**config.mk**
```make
export PLATFORM = sky130hd
export DESIGN_NAME = pipe_hazard_ctrl
export DESIGN_NICKNAME = d
export VERILOG_FILES = /design/src/rtl/pipe_hazard_ctrl.sv
export SDC_FILE = /design/constraint.sdc
export NUM_CORES = 1
export LEC_CHECK = 0
export ABC_CLOCK_PERIOD_IN_PS = 5400
export CAP_MARGIN = 10
export CORE_UTILIZATION = 50
export CTS_BUF_LIST = sky130_fd_sc_hd__clkbuf_16
export DETAILED_ROUTE_END_ITERATION = 12
export GPL_TIMING_DRIVEN = 0
export PLACE_DENSITY_LB_ADDON = 0.1
export SETUP_SLACK_MARGIN = 0.4
export SYNTH_ARGS = -nofsm -noshare
export SYNTH_HDL_FRONTEND = slang
export SYNTH_SLANG_ARGS = --single-unit
```
**constraint.sdc**
```tcl
create_clock -name clk -period 5.4 [get_ports clk]
set_clock_uncertainty 0.1 [all_clocks]
set_input_delay 0.54 -clock clk [delete_from_list [all_inputs] [get_ports clk]]
set_output_delay 0.54 -clock clk [all_outputs]
set_load 0.01 [all_outputs]
```
**src/rtl/pipe_hazard_ctrl.sv**
```systemverilog
// pipe_hazard_ctrl: stall/flush sequencer for the 5-stage pipeline.
// It resolves load-use interlocks, branch/jump redirects taken in MEM and
// multi-cycle data-memory waits. It also keeps saturating stall and redirect
// counters.
//
// Handshake: the data memory is a req/ready pair. The MEM stage holds dmem_req
// high for as long as its access is pending. An access completes in the cycle
// in which dmem_ready is high, and the pipeline is frozen in every cycle before
// that. The FSM state is visible on mem_busy (1 = MEM_WAIT).
module pipe_hazard_ctrl #(
  parameter int WAIT_MAX = 16,
  parameter int CNT_W    = 16
) (
  input  logic             clk,
  input  logic             rst_n,
  input  logic [4:0]       id_rs,
  input  logic [4:0]       id_rt,
  input  logic             ex_memread,
  input  logic [4:0]       ex_rt,
  input  logic             mem_branch,
  input  logic             mem_zero,
  input  logic             mem_jump,
  input  logic             dmem_req,
  input  logic             dmem_ready,
  output logic             pc_write,
  output logic             ifid_write,
  output logic             ifid_flush,
  output logic             idex_write,
  output logic             idex_flush,
  output logic             exmem_write,
  output logic             exmem_flush,
  output logic             pc_sel,
  output logic             mem_busy,
  output logic             err_timeout,
  output logic [CNT_W-1:0] stall_cnt,
  output logic [CNT_W-1:0] flush_cnt
);

  localparam int              CW         = $clog2(WAIT_MAX + 1);
  localparam logic [CW-1:0]   WAIT_MAX_C = CW'(WAIT_MAX);
  localparam logic [CNT_W-1:0] CNT_MAX   = '1;

  typedef enum logic {
    ST_RUN      = 1'b0,
    ST_MEM_WAIT = 1'b1
  } state_t;

  state_t           r_state;
  logic [CW-1:0]    r_wait_ctr;
  logic             r_err_timeout;
  logic [CNT_W-1:0] r_stall_cnt;
  logic [CNT_W-1:0] r_flush_cnt;

  logic w_taken;
  logic w_lu;
  logic w_freeze;
  logic w_redirect;

  // The load-use interlock never fires on r0. A redirect needs a branch with zero
  // set, or a jump. The freeze covers every cycle in which a memory access is
  // pending.
  always_comb begin
    w_taken    = (mem_branch & mem_zero) | mem_jump;
    w_lu       = ex_memread & (ex_rt != 5'd0) & ((ex_rt == id_rs) | (ex_rt == id_rt));
    w_freeze   = ((r_state == ST_MEM_WAIT) & ~dmem_ready) |
                 ((r_state == ST_RUN) & dmem_req & ~dmem_ready);
    w_redirect = w_taken & ~w_freeze;
  end

  // Priority-ordered pipeline controls. Reset forces bubbles into every stage.
  always_comb begin
    pc_write    = 1'b1;
    ifid_write  = 1'b1;
    ifid_flush  = 1'b0;
    idex_write  = 1'b1;
    idex_flush  = 1'b0;
    exmem_write = 1'b1;
    exmem_flush = 1'b0;
    pc_sel      = 1'b0;
    if (!rst_n) begin
      pc_write    = 1'b0;
      ifid_write  = 1'b0;
      idex_write  = 1'b0;
      exmem_write = 1'b0;
      ifid_flush  = 1'b1;
      idex_flush  = 1'b1;
      exmem_flush = 1'b1;
    end else if (w_freeze) begin
      pc_write    = 1'b0;
      ifid_write  = 1'b0;
      idex_write  = 1'b0;
      exmem_write = 1'b0;
    end else if (w_taken) begin
      // The dependent instruction is squashed, so a pending load-use does not matter.
      pc_sel      = 1'b1;
      ifid_flush  = 1'b1;
      idex_flush  = 1'b1;
      exmem_flush = 1'b1;
    end else if (w_lu) begin
      pc_write    = 1'b0;
      ifid_write  = 1'b0;
      idex_flush  = 1'b1;
    end
  end

  // FSM for the RUN / MEM_WAIT sequence. It carries the wait counter and the
  // sticky timeout flag.
  always_ff @(posedge clk or negedge rst_n) begin
    if (!rst_n) begin
      r_state       <= ST_RUN;
      r_wait_ctr    <= '0;
      r_err_timeout <= 1'b0;
    end else begin
      case (r_state)
        ST_RUN: begin
          if (dmem_req && !dmem_ready) begin
            r_state    <= ST_MEM_WAIT;
            r_wait_ctr <= CW'(1);
          end
        end
        ST_MEM_WAIT: begin
          if (dmem_ready) begin
            r_state <= ST_RUN;
          end else if (r_wait_ctr == WAIT_MAX_C) begin
            // A timed-out access is treated as complete so the pipeline can move on.
            r_state       <= ST_RUN;
            r_err_timeout <= 1'b1;
          end else begin
            r_wait_ctr <= r_wait_ctr + CW'(1);
          end
        end
        default: r_state <= ST_RUN;
      endcase
    end
  end

  // Saturating performance counters for stall cycles and redirect events.
  always_ff @(posedge clk or negedge rst_n) begin
    if (!rst_n) begin
      r_stall_cnt <= '0;
      r_flush_cnt <= '0;
    end else begin
      if (!pc_write && (r_stall_cnt != CNT_MAX))
        r_stall_cnt <= r_stall_cnt + CNT_W'(1);
      if (w_redirect && (r_flush_cnt != CNT_MAX))
        r_flush_cnt <= r_flush_cnt + CNT_W'(1);
    end
  end

  assign mem_busy    = (r_state == ST_MEM_WAIT);
  assign err_timeout = r_err_timeout;
  assign stall_cnt   = r_stall_cnt;
  assign flush_cnt   = r_flush_cnt;

endmodule

```
==> impl_metrics.toml <==
[placed_design]
port_buffers = 64
dpl.hpwl_um = 3210
dp_slack_ns = 2.10
placed_cell_area_sq_um = 2790
place_congestion = 0.752

[timing]
period_share_pct = 61.2
timing_worst_slew_pin_value_ns = 0.900
final_max_slew_viol_count = 0
tns_ns = 0
slew_headroom_pct = 40.0
fmax_mhz = 302
worst_slack_ns = 2.09
finalSetupViolations = 0
rsz0062_at_grt = "false"
hold_viol_final = 0
min_period_ns = 3.31

[route]
route.detailed.drc = 0
routedWlPerCell_um = 14.2
drtIter0Drc = 67
drt_wl_total_um = 4460
via_count = 1685
drtPass1Iterations = 4
antenna_left = 0
drt-vias-per-instance = 5.35

[grt]
grt_max_degree = 42
antenna_found_initial = 0
grt-ovfl-total = 0
track_usage_pct = 22.7
grt_pass1_vias = 1602
grt_pass1_wl_um = 7550

[power]
ir_drop_mv = 0.327
leakagePower_nw = 1.21
powerDensity_nw_per_um2 = 344

[synth]
yosys.cell_count.top_type = "dfrtp_1"
ys_types = 38
ys_seq_area_share_pct = 46.7
synth-seq-cells = 39
ys_top_cells_by_area = "dfrtp_1, xnor2_1, xor2_1"
netlist_area_sq_um = 2090
synth_common_cells = "dfrtp_1, xnor2_1, nand4_1, xor2_1, nand2_1"
yosys.area.top_type = "dfrtp_1"
ys.flop_type = "dfrtp_1"
syn_inst = 193
postSynthAreaPerCell_sq_um = 10.8
synth_enable_flop_cells = 0
yosys_warnings = 0
synth-async-reset-ratio_pct = 100
synth.top_cell.area_share_pct = 46.7
synth_nets = 220

[floorplanning]
ios = 65
start_util_pct = 52.3
die-area_sq_um = 4450
dieHeight_um = 66.7
rows = 23
core_area_sq_um = 4000
dieWidth_um = 66.7

[worst_setup_path]
cp_max_fo = 3
crit_start = "ex_rt[1]"
cp-end-kind = "primary output"
crit_family = "buffers and inverters"
crit_path_frequent_cell = "clkdlybuf4s50_1"
crit_chain = "clkdlybuf4s50_1, or4_4, o21ai_0, nor2_1, a21oi_1, buf_4, clkdlybuf4s50_1"
reg2reg_from = "mem_busy"
cp_slowest_stage_delay_ns = 0.56
start_kind = "primary input"
path_class = "in -> out"
crit_buf_inv = 3
crit_slowest_cell = "or4_4"
crit_required_ns = 4.76
cp.arrival_ns = 2.67

[cts]
post_cts_buffers = 0
root_buffer = "clkbuf_16"
clock_path_buffers = 2
holdBufCountCts = 0
htreeDepth = 2
cts_tree = "yes"
cts_resized = 0
insertion_delay_ns = 0.28
cts_inserted_buffers = 5
cts_sinks = 39
clk_pin_slew_ns = 0.06

[worst_hold_path]
hp-class = "in -> async"

[run_status]
status = "completed"

[finish]
drive_gt1_share_pct = 10.2
multiInputGateArea_sq_um = 1050
fillers = 301
design_area_sq_um = 2930
syn_to_final_growth_pct = 39.9
nNetsFinal = 291
antennaDiodeCount = 0
register_area_sq_um = 976

[job]
maxCapViolations = 0
## metrics by stage
stage	instances	hold slack [ns]	power (mW)	utilization, %
after global routing	315	0.366	1.07	73.2
after floorplan	193	0.144	0.574	-
final	315	0.292	1.01	73.2
after detailed placement	307	0.381	0.741	69.8
after global placement	307	0.363	0.734	69.9
after CTS	315	0.321	1.02	73.2
## cells in the final DEF (no fill, tap or decap), types with 2 or more instances in the layout
master | Yosys | routed
buf_4 | 3 | 3
nand2_1 | 15 | 15
clkbuf_16 | 0 | 5
nand4_1 | 22 | 22
nand4_2 | 2 | 2
inv_1 | 6 | 7
ha_1 | 4 | 4
o21bai_1 | 2 | 2
nand3_1 | 4 | 4
buf_2 | 1 | 2
nor3_1 | 5 | 5
o21ai_0 | 5 | 5
clkdlybuf4s50_1 | 0 | 63
mux2_1 | 2 | 2
clkinv_1 | 0 | 2
and3_1 | 6 | 6
a21oi_1 | 2 | 2
nor2_1 | 14 | 14
dfrtp_1 | 39 | 39
xor2_1 | 17 | 17
xnor2_1 | 24 | 24
## cells by family after synthesis
| logic type | Yosys count | share of synthesized area [%] |
|---|---|---|
| buffers and inverters | 11 | 2.93 |
| muxes | 3 | 1.61 |
| adders and majority gates | 4 | 2.39 |
| xor gates and xnor gates | 41 | 17.2 |
| and+or+nand+nor | 75 | 20.4 |
| DFF | 39 | 46.7 |
| AOI/OAI and AO/OA | 20 | 8.85 |
## worst register-to-register path, stage by stage, from the launching register on
cell and delay, ns:
dfrtp_1 0.37, buf_2 0.17, o21ba_2 0.28, nor4b_2 0.39, nand2_1 0.14, nor2_1 0.22, nand4_1 0.14, xnor2_1 0.14
## power breakdown
| group | internal [mW] | switching (mW) | total (mW) |
|---|---|---|---|
| registers | 0.351 | 0.0830 | 0.434 |
| logic | 0.178 | 0.122 | 0.300 |
| clock network | 0.166 | 0.108 | 0.274 |
## cell type report
type	instances	area share [%]
flip-flops and latches	39	33.3
repair buffers	64	21.7
plain buffers	5	1.33
multi-input cells	143	36.0
well taps	50	2.14
clock inverters	3	0.385
clock buffers	5	4.28
inverters	6	0.770
## metal layers
metal	vias to the layer above	wire (um)	track usage, %
li1	827	-	-
met1	805	2050	29.8
met3	5	325	6.68
met2	48	2040	35.9
met5	-	0	0
met4	0	47	7.18
## state kept, by name, summed over array words and instances (netlist names)
name,count
err_timeout,1
r_wait_ctr,5
mem_busy,1
flush_cnt,16
stall_cnt,16
## worst paths after layout
kind,endpoint,slack [ns],cells after the start
hold reg to reg,flush_cnt[15],0.39,1
setup / recovery,pc_write,2.09,7
min in group clk,flush_cnt[15],0.39,1
hold / removal,flush_cnt[2],0.29,1
max in group asynchronous,stall_cnt[1],4.34,1
setup reg to reg,flush_cnt[10],3.32,7
Note: power is estimated with default switching activity, not from simulation.
